==> config.mk <==
export PLATFORM = sky130hd
export DESIGN_NAME = region_draw_engine_flat
export DESIGN_NICKNAME = d
export VERILOG_FILES = /design/src/rtl/region_draw_engine_if.sv /design/src/rtl/region_draw_engine.sv /design/src/flat_wrapper.sv
export SDC_FILE = /design/constraint.sdc
export NUM_CORES = 1
export LEC_CHECK = 0
export BUFFER_PORTS_ARGS = -buffer_cell sky130_fd_sc_hd__clkbuf_2
export CAP_MARGIN = 5
export CORE_AREA = 3 3 70 72
export CTS_BUF_LIST = sky130_fd_sc_hd__clkbuf_8
export DETAILED_ROUTE_END_ITERATION = 10
export DIE_AREA = 0 0 73 75
export PLACE_DENSITY = 0.91
export SKIP_CTS_REPAIR_TIMING = 1
export SYNTH_ARGS = -nofsm -noshare
export SYNTH_HDL_FRONTEND = slang
export SYNTH_SLANG_ARGS = --single-unit
==> constraint.sdc <==
create_clock -name clock -period 2.2 [get_ports clock]
set_input_delay 0.11 -clock clock [delete_from_list [all_inputs] [get_ports clock]]
set_output_delay 0.11 -clock clock [all_outputs]
set_load 0.02 [all_outputs]
==> src/rtl/region_draw_engine_if.sv <==
// Command/pixel bus between the graphics controller (master) and region_draw_engine (slave).
// Signal names follow the controller's existing command and VGA-adapter naming.
interface region_draw_engine_if;
  logic       drawMoney;
  logic       drawSelection;
  logic       drawUpgrade;
  logic       black;
  logic [1:0] sel_idx;
  logic [7:0] x;
  logic [6:0] y;
  logic [2:0] colour;
  logic       plot;
  logic       busy;
  logic       done;
  logic       overflow;

  modport master (
    output drawMoney, drawSelection, drawUpgrade, black, sel_idx,
    input  x, y, colour, plot, busy, done, overflow
  );

  modport slave (
    input  drawMoney, drawSelection, drawUpgrade, black, sel_idx,
    output x, y, colour, plot, busy, done, overflow
  );
endinterface

==> src/rtl/region_draw_engine.sv <==
// Rectangle sweep engine: turns one-cycle draw commands into (x, y, colour, plot) writes.
// Optional macro SEL_OUTLINE_EN: selection/erase sweeps plot only the slot border.
module region_draw_engine #(
  parameter logic [7:0] MONEY_X    = 8'd4,
  parameter logic [6:0] MONEY_Y    = 7'd4,
  parameter logic [7:0] MONEY_W    = 8'd32,
  parameter logic [6:0] MONEY_H    = 7'd8,
  parameter logic [7:0] SLOT_X     = 8'd100,
  parameter logic [6:0] SLOT_Y     = 7'd20,
  parameter logic [7:0] SLOT_W     = 8'd40,
  parameter logic [6:0] SLOT_H     = 7'd16,
  parameter logic [6:0] SLOT_PITCH = 7'd20,
  parameter logic [2:0] MONEY_COL  = 3'b110,
  parameter logic [2:0] UPG_COL    = 3'b010,
  parameter logic [2:0] SEL_COL    = 3'b111
) (
  input  logic                 clock,
  input  logic                 resetn,
  region_draw_engine_if.slave  bus
);

  typedef enum logic [1:0] {IDLE = 2'd0, SWEEP = 2'd1, DONE = 2'd2} state_t;
  typedef enum logic [1:0] {M_MONEY = 2'd0, M_UPG = 2'd1, M_SEL = 2'd2, M_ERASE = 2'd3} mode_t;

`ifdef SEL_OUTLINE_EN
  localparam logic OUTLINE = 1'b1;
`else
  localparam logic OUTLINE = 1'b0;
`endif

  state_t     state_q, state_d;
  logic [7:0] cx_q, cx_d, bx_q, bx_d, w_q, w_d, x_q, x_d;
  logic [6:0] cy_q, cy_d, by_q, by_d, h_q, h_d, y_q, y_d;
  logic [2:0] col_q, col_d, colour_q, colour_d;
  logic       marker_q, marker_d, plot_q, plot_d, done_q, done_d, ovf_q, ovf_d;
  logic       pend_v_q, pend_v_d;
  mode_t      pend_mode_q, pend_mode_d;
  logic [1:0] pend_idx_q, pend_idx_d, last_sel_q, last_sel_d;

  logic       cmd_v_s, cmd_taken_s, load_s, last_s, border_s;
  mode_t      cmd_mode_s, ld_mode_s;
  logic [1:0] cmd_idx_s, ld_idx_s;

  // Command decode, state transitions, pending buffer and sweep datapath.
  always_comb begin
    state_d     = state_q;
    cx_d        = cx_q;
    cy_d        = cy_q;
    bx_d        = bx_q;
    by_d        = by_q;
    w_d         = w_q;
    h_d         = h_q;
    col_d       = col_q;
    marker_d    = marker_q;
    x_d         = x_q;
    y_d         = y_q;
    colour_d    = colour_q;
    plot_d      = 1'b0;
    done_d      = 1'b0;
    ovf_d       = ovf_q;
    pend_v_d    = pend_v_q;
    pend_mode_d = pend_mode_q;
    pend_idx_d  = pend_idx_q;
    last_sel_d  = last_sel_q;
    cmd_v_s     = 1'b1;
    cmd_mode_s  = M_MONEY;
    cmd_idx_s   = 2'd0;
    cmd_taken_s = 1'b0;
    load_s      = 1'b0;
    ld_mode_s   = M_MONEY;
    ld_idx_s    = 2'd0;

    if (bus.drawUpgrade) begin
      cmd_mode_s = M_UPG;
      cmd_idx_s  = bus.sel_idx;
    end else if (bus.drawSelection && bus.black) begin
      cmd_mode_s = M_ERASE;
      cmd_idx_s  = last_sel_q;
    end else if (bus.drawSelection) begin
      cmd_mode_s = M_SEL;
      cmd_idx_s  = bus.sel_idx;
    end else if (bus.drawMoney) begin
      cmd_mode_s = M_MONEY;
    end else begin
      cmd_v_s = 1'b0;
    end

    // Pending wins in IDLE; a simultaneous new command refills the buffer.
    if (state_q == IDLE && pend_v_q) begin
      load_s      = 1'b1;
      ld_mode_s   = pend_mode_q;
      ld_idx_s    = pend_idx_q;
      pend_v_d    = cmd_v_s;
      pend_mode_d = cmd_mode_s;
      pend_idx_d  = cmd_idx_s;
      cmd_taken_s = cmd_v_s;
    end else if (state_q == IDLE && cmd_v_s) begin
      load_s      = 1'b1;
      ld_mode_s   = cmd_mode_s;
      ld_idx_s    = cmd_idx_s;
      cmd_taken_s = 1'b1;
    end else if (cmd_v_s && !pend_v_q) begin
      pend_v_d    = 1'b1;
      pend_mode_d = cmd_mode_s;
      pend_idx_d  = cmd_idx_s;
      cmd_taken_s = 1'b1;
    end else if (cmd_v_s) begin
      ovf_d = 1'b1;
    end else begin
      cmd_taken_s = 1'b0;
    end

    if (cmd_taken_s && cmd_mode_s == M_SEL) begin
      last_sel_d = bus.sel_idx;
    end else begin
      last_sel_d = last_sel_q;
    end

    last_s   = (cx_q == w_q - 8'd1) && (cy_q == h_q - 7'd1);
    border_s = (cx_q == 8'd0) || (cx_q == w_q - 8'd1) || (cy_q == 7'd0) || (cy_q == h_q - 7'd1);

    case (state_q)
      IDLE: begin
        if (load_s) begin
          cx_d    = 8'd0;
          cy_d    = 7'd0;
          state_d = SWEEP;
          case (ld_mode_s)
            M_MONEY: begin
              bx_d = MONEY_X; by_d = MONEY_Y; w_d = MONEY_W; h_d = MONEY_H;
              col_d = MONEY_COL; marker_d = 1'b0;
            end
            default: begin
              bx_d = SLOT_X;
              by_d = SLOT_Y + ({5'd0, ld_idx_s} * SLOT_PITCH);
              w_d  = SLOT_W;
              h_d  = SLOT_H;
              marker_d = (ld_mode_s == M_SEL) || (ld_mode_s == M_ERASE);
              if (ld_mode_s == M_UPG) begin
                col_d = UPG_COL;
              end else if (ld_mode_s == M_SEL) begin
                col_d = SEL_COL;
              end else begin
                col_d = 3'b000;
              end
            end
          endcase
        end else begin
          state_d = IDLE;
        end
      end
      SWEEP: begin
        x_d      = bx_q + cx_q;
        y_d      = by_q + cy_q;
        colour_d = col_q;
        plot_d   = !(OUTLINE && marker_q) || border_s;
        if (cx_q == w_q - 8'd1) begin
          cx_d = 8'd0;
          cy_d = cy_q + 7'd1;
        end else begin
          cx_d = cx_q + 8'd1;
        end
        if (last_s) begin
          state_d = DONE;
        end else begin
          state_d = SWEEP;
        end
      end
      DONE: begin
        done_d  = 1'b1;
        state_d = IDLE;
      end
      default: begin
        state_d = IDLE;
      end
    endcase
  end

  // State and output registers with synchronous active-low reset.
  always_ff @(posedge clock) begin
    if (!resetn) begin
      state_q     <= IDLE;
      cx_q        <= 8'd0;
      cy_q        <= 7'd0;
      bx_q        <= 8'd0;
      by_q        <= 7'd0;
      w_q         <= 8'd0;
      h_q         <= 7'd0;
      col_q       <= 3'b000;
      marker_q    <= 1'b0;
      x_q         <= 8'd0;
      y_q         <= 7'd0;
      colour_q    <= 3'b000;
      plot_q      <= 1'b0;
      done_q      <= 1'b0;
      ovf_q       <= 1'b0;
      pend_v_q    <= 1'b0;
      pend_mode_q <= M_MONEY;
      pend_idx_q  <= 2'd0;
      last_sel_q  <= 2'd0;
    end else begin
      state_q     <= state_d;
      cx_q        <= cx_d;
      cy_q        <= cy_d;
      bx_q        <= bx_d;
      by_q        <= by_d;
      w_q         <= w_d;
      h_q         <= h_d;
      col_q       <= col_d;
      marker_q    <= marker_d;
      x_q         <= x_d;
      y_q         <= y_d;
      colour_q    <= colour_d;
      plot_q      <= plot_d;
      done_q      <= done_d;
      ovf_q       <= ovf_d;
      pend_v_q    <= pend_v_d;
      pend_mode_q <= pend_mode_d;
      pend_idx_q  <= pend_idx_d;
      last_sel_q  <= last_sel_d;
    end
  end

  assign bus.x        = x_q;
  assign bus.y        = y_q;
  assign bus.colour   = colour_q;
  assign bus.plot     = plot_q;
  assign bus.done     = done_q;
  assign bus.overflow = ovf_q;
  assign bus.busy     = (state_q != IDLE) || pend_v_q;

endmodule
==> src/flat_wrapper.sv <==
// flat-port wrapper written by rule: the top's interface ports become plain ports
module region_draw_engine_flat 
#(
  parameter logic [7:0] MONEY_X    = 8'd4,
  parameter logic [6:0] MONEY_Y    = 7'd4,
  parameter logic [7:0] MONEY_W    = 8'd32,
  parameter logic [6:0] MONEY_H    = 7'd8,
  parameter logic [7:0] SLOT_X     = 8'd100,
  parameter logic [6:0] SLOT_Y     = 7'd20,
  parameter logic [7:0] SLOT_W     = 8'd40,
  parameter logic [6:0] SLOT_H     = 7'd16,
  parameter logic [6:0] SLOT_PITCH = 7'd20,
  parameter logic [2:0] MONEY_COL  = 3'b110,
  parameter logic [2:0] UPG_COL    = 3'b010,
  parameter logic [2:0] SEL_COL    = 3'b111
)
  (clock, resetn, bus_drawMoney, bus_drawSelection, bus_drawUpgrade, bus_black, bus_sel_idx, bus_x, bus_y, bus_colour, bus_plot, bus_busy, bus_done, bus_overflow);
  region_draw_engine_if bus_i ();
  input  logic clock;
  input  logic resetn;
  input wire logic [$bits(bus_i.drawMoney)-1:0] bus_drawMoney;
  input wire logic [$bits(bus_i.drawSelection)-1:0] bus_drawSelection;
  input wire logic [$bits(bus_i.drawUpgrade)-1:0] bus_drawUpgrade;
  input wire logic [$bits(bus_i.black)-1:0] bus_black;
  input wire logic [$bits(bus_i.sel_idx)-1:0] bus_sel_idx;
  output wire logic [$bits(bus_i.x)-1:0] bus_x;
  output wire logic [$bits(bus_i.y)-1:0] bus_y;
  output wire logic [$bits(bus_i.colour)-1:0] bus_colour;
  output wire logic [$bits(bus_i.plot)-1:0] bus_plot;
  output wire logic [$bits(bus_i.busy)-1:0] bus_busy;
  output wire logic [$bits(bus_i.done)-1:0] bus_done;
  output wire logic [$bits(bus_i.overflow)-1:0] bus_overflow;
  assign bus_i.drawMoney = bus_drawMoney;
  assign bus_i.drawSelection = bus_drawSelection;
  assign bus_i.drawUpgrade = bus_drawUpgrade;
  assign bus_i.black = bus_black;
  assign bus_i.sel_idx = bus_sel_idx;
  assign bus_x = bus_i.x;
  assign bus_y = bus_i.y;
  assign bus_colour = bus_i.colour;
  assign bus_plot = bus_i.plot;
  assign bus_busy = bus_i.busy;
  assign bus_done = bus_i.done;
  assign bus_overflow = bus_i.overflow;
  region_draw_engine #(.MONEY_X(MONEY_X), .MONEY_Y(MONEY_Y), .MONEY_W(MONEY_W), .MONEY_H(MONEY_H), .SLOT_X(SLOT_X), .SLOT_Y(SLOT_Y), .SLOT_W(SLOT_W), .SLOT_H(SLOT_H), .SLOT_PITCH(SLOT_PITCH), .MONEY_COL(MONEY_COL), .UPG_COL(UPG_COL), .SEL_COL(SEL_COL)) u_core (.clock(clock), .resetn(resetn), .bus(bus_i));
endmodule
# Word-level counts from Yosys, hierarchy flattened
# Cells that the tools add are included.
op_classes:
  add_sub_neg: 7
  n_bitwise: 3
  n_reduce_logical: 18
  n_eq_ne: 10
  mul: 1
  mux: 46
op_table:
  columns: ["op", "count"]
  rows:
  - ["2-to-1 mux 2 bit", 17]
  - ["2-to-1 mux 7 bit", 4]
  - ["2-to-1 mux 8 bit", 2]
  - ["case mux 8 bit (2 select lines)", 1]
  - ["2-to-1 mux 1 bit", 15]
  - ["case mux 7 bit (2 select lines)", 1]
  - ["2-to-1 mux 3 bit", 3]
  - ["adder 8 x 1 -> 8 bit, second input constant", 1]
  - ["adder 8 bit", 1]
  - ["equality test 8 bit", 1]
  - ["subtractor 8 x 1 -> 8 bit, second input constant", 1]
  - ["adder 5 x 7 -> 7 bit, first input constant", 1]
  - ["adder 7 x 1 -> 7 bit, second input constant", 1]
  - ["adder 7 bit", 1]
  - ["equality test 7 bit", 1]
  - ["subtractor 7 x 1 -> 7 bit, second input constant", 1]
  - ["equality test 2 bit, second input constant", 3]
  - ["logical AND 1 bit", 6]
  - ["!= test 2 x 1 -> 1 bit, second input constant", 3]
  - ["AND reduction 2 bit", 3]
  - ["nonzero test 2 bit", 3]
  - ["multiplier 2 x 3 -> 5 bit, second input constant", 1]
  - ["2-to-1 mux 5 bit", 1]
  - ["equality test 2 x 1 -> 1 bit, second input constant", 2]
  - ["8 further kinds", 11]
word_totals:
  regBits: 78
  wordCells: 103
  inputBits: 8
  out_inout_bits: 22

# Logic depth before layout (Yosys ltp)
logic_depth:
  ltp_word: 11
  mapped_depth: 8
  mapped_depth_nobuf: 8

# Least setup slack after synthesis
# No wires, ideal clock.
synth_timing:
  path_type: "reg-to-reg"
  start: "register u_core.w_q[3]"
  end: "register u_core.cy_q[5]"
  n_path_buf: 0
  t_arrival_ps: 1840
  synth_period_minus_slack_ps: 1913
  t_required_ps: 2128
  setup_time_ps: 72
  path_slack_ps: 287
  stages_incl_launch_ff: 8
  path_cell_list: "dfxtp_1 -> inv_1 -> ha_1 -> or3_1 -> a22oi_2 -> a21oi_2 -> or4_1 -> a21oi_1"
synth_between:
  elab_chain_cells: 4
synth_lines:
  columns: ["element", "line", "text"]
  rows:
  - ["from (decl)", "region_draw_engine.sv:32", "logic [7:0] cx_q, cx_d, bx_q, bx_d, w_q, w_d, x_q, x_d;"]
  - ["from (signal assigned)", "region_draw_engine.sv:207", "w_q <= w_d;"]
  - ["subtractor 8 x 1 -> 8 bit", "region_draw_engine.sv:157", "if (cx_q == w_q - 8'd1) begin"]
  - ["equality test 8 bit", "region_draw_engine.sv:157", null]
  - ["!= test 2 x 1 -> 1 bit (no line)", null, null]
  - ["AND reduction 3 bit (no line)", null, null]
  - ["to (signal assigned)", "region_draw_engine.sv:204", "cy_q <= cy_d;"]
  - ["to (decl)", "region_draw_engine.sv:33", "logic [6:0] cy_q, cy_d, by_q, by_d, h_q, h_d, y_q, y_d;"]
# Every way passes these cells.
# A chain may end at the register's enable or synchronous reset.

# Final worst setup path
# Same ends and word-level chain as after synthesis.

==> flow_summary_export.csv <==
group,metric,value,unit
yosys,ys.warnings.count,0,
sta,setup_viol,0,
placement,dp_cells,387,
yosys,synth.net_count,330,
cts,numCtsBuffers,5,
detailed_routing,drt_iter0_markers,254,
final_layout,seq_area,1100,um2
floorplan,dieArea,5480,um2
detailed_routing,viasPerCell,5.96,
placement,io_buffers,29,
cts,insertion_delay,0.32,ns
sta,fin_worst_skew,0.0137,ns
setup_path,end_kind,"register",
final_layout,multi_input_area,1400,um2
yosys,yosysTopAreaCellShare,42.4,%
final_layout,final_nets,366,
final_layout,diodes,0,
yosys,netlist_top_cells_area,"dfxtp_1 (42%), nand2_1 (6.2%), ha_1 (5.8%)",
yosys,syn_avg_cell_area,8.40,um2
floorplan,die_w,73,um
run_status,violations,"DRC",
grt,grt_pass1_wl,9450,um
grt,grtUsageTotal,22.1,%
cts,ctsRootBufferMaster,"clkbuf_8",
floorplan,die_h,75,um
detailed_routing,final_antenna_net_count,0,
sta,fmax,0.479,GHz
cts,cts_max_level,2,
run_status,status,"finished, violations left",
yosys,syn_area,2600,um2
setup_path,critPathArrivalTime,2.33,ns
sta,slew_headroom,61.6,%
flow_run,cap_violations,0,
floorplan,rows,24,
hold_path,min_path_type,"in -> reg",
yosys,synth_most_common_cell,"dfxtp_1",
sta,hold_viol,0,
detailed_routing,wl_met3,421,um
yosys,synth_cell_types,48,
cts,clk_pin_slew,0.09,ns
setup_path,critPathRequiredTime,2.44,ns
setup_path,reg2reg_depth,7,
pwr,ir_drop,0.000321,V
yosys,ys_ff_latch,55,
grt,grt_max_degree,26,
yosys,synth.yosys.seq_area_share,42.4,%
grt,first_global_vias,2146,
final_layout,syn_to_final_growth,14.5,%
final_layout,drive_above_1_share,15.9,%
sta,slew_viol_final,0,
pwr,total_power,2.04,mW
yosys,synth_edf_count,0,
grt,grt_overflow,0,
yosys,synth_common_cells,"dfxtp_1 (55), nand2_1 (43), nor2_1 (31)",
pwr,p_per_area,687,nW/um2
cts,ctsLongestPathBuffers,2,
sta,period_share,95.0,%
final_layout,fin_cells,398,
sta,hold_ws,0.0510,ns
floorplan,ioPinCount,30,
setup_path,critPathLaunchType,"register",
yosys,synth_ff_type,"dfxtp_1",
setup_path,worstPathMaxFanout,11,
detailed_routing,top_layer,"met4",
detailed_routing,avgRoutedWirePerCell,14.8,um
hold_path,worstHoldPathCells,3,
setup_path,crit_type,"reg -> reg",
yosys,yosysTopAreaCell,"dfxtp_1",
grt,antenna_found_initial,0,
detailed_routing,wl_met2,2950,um
detailed_routing,vias,2372,
yosys,syn_inst,309,
sta,min_period,2.09,ns
pwr,power.leakage,1.29,nW
detailed_routing,wl_met1,2390,um
detailed_routing,totalWireLength,5880,um
cts,cts_sinks,55,
placement,pre_cts_slack,0.00755,ns
floorplan,core-area,4350,um2
floorplan,start_util,59.6,%
final_layout,fillers,326,
detailed_routing,firstDrtPassIters,9,
cts,cts_tree,"yes",
detailed_routing,drcViolationCount,1,
placement,gp_congestion,0.884,
sta,worst_slack,0.110,ns
placement,post-dp-hpwl,4250,um
final_layout,finish.utilization,68.2,%
sta,tightest_slew,0.572,ns
yosys,async_reset_ff_share,0,%
## logic make-up after synthesis
logic type	count (synthesis)	share of synthesized area (%)
multiplexers	6	2.31
buffers and inverters	25	4.00
AO/OA/AOI/OAI	75	18.1
flip-flops	55	42.4
XOR/XNOR	15	5.06
adder cells (fa/ha/maj)	13	6.55
AND/OR/NAND/NOR	120	21.6
## layout by cell type, fill, tap and decap left out, types with 4 or more instances in the layout
master    synthesis  final
a21oi_1          29     29
and3_1            6      6
inv_1            12     12
clkbuf_8          0      6
nand3_1          12     12
o21ai_0          14     13
a31oi_1           4      4
mux2i_1           6      6
buf_4             0     12
dfxtp_1          55     54
nand2_1          43     43
nor2_1           31     31
a21o_1            4      4
a211oi_1          4      4
or3_1             4      4
xor2_1            6      6
xnor2_1           9      9
clkbuf_2          0     29
ha_1             12     12
## power by group
part,switching [mW],internal (mW)
clock,0.336,0.375
sequential,0.0303,1.04
combinational,0.164,0.101
total,0.530,1.51
## per-stage QoR
stage,setup TNS [ns],cell area [um2]
6_report,0,2970
5_1_grt,-0.00495,2970
4_1_cts,-0.0748,2940
3_5_place_dp,0,2820
3_3_place_gp,0,2820
2_1_floorplan,0,2600
## flip-flops by register name, summed over array words and instances, names as in the netlist
register             count
u_core.bus.x             8
u_core.cx_q              8
u_core.bus.y             7
u_core.cy_q              7
u_core.by_q              4
u_core.bus.colour        3
u_core.col_q             3
u_core.last_sel_q        2
u_core.pend_idx_q        2
u_core.pend_mode_q       2
u_core.state_q           2
u_core.bus.done          1
u_core.bus.overflow      1
u_core.bus.plot          1
u_core.bx_q              1
u_core.h_q               1
u_core.pend_v_q          1
u_core.w_q               1
## worst max-delay path, cell delays in order (launching register included)
cell and delay (ns):
dfxtp_2 0.37, inv_1 0.08, ha_1 0.19, or3_1 0.32
a22oi_2 0.25, a21oi_4 0.15, or4_1 0.51, a21oi_1 0.15
## cell type report
type,instances,share of cell area [%]
sequential,55,37.1
clock buffer,6,2.78
tap,52,2.19
timing repair buffer,41,7.92
clock inverter,2,1.31
inverter,13,1.64
multi-input combinational,229,47.1
## path summary, 6_finish.rpt
check                                            to  slack [ns]                         startpoint
setup / recovery        u_core.cy_q[5]$_SDFFE_PN0P_        0.11         u_core.w_q[3]$_SDFFE_PN0P_
hold reg to reg   u_core.bus.colour[2]$_SDFFE_PN0P_        0.46  u_core.bus.colour[2]$_SDFFE_PN0P_
hold / removal    u_core.last_sel_q[0]$_SDFFE_PN0P_        0.05                     bus_sel_idx[0]
setup reg to reg        u_core.cy_q[5]$_SDFFE_PN0P_        0.11         u_core.w_q[3]$_SDFFE_PN0P_
## per-layer routing
layer,up-vias,global-route usage [%]
met5,-,0
li1,1163,-
met3,13,4.54
met4,0,8.40
met1,1099,26.0
met2,97,39.3
Power figures use the tool's default switching activity.
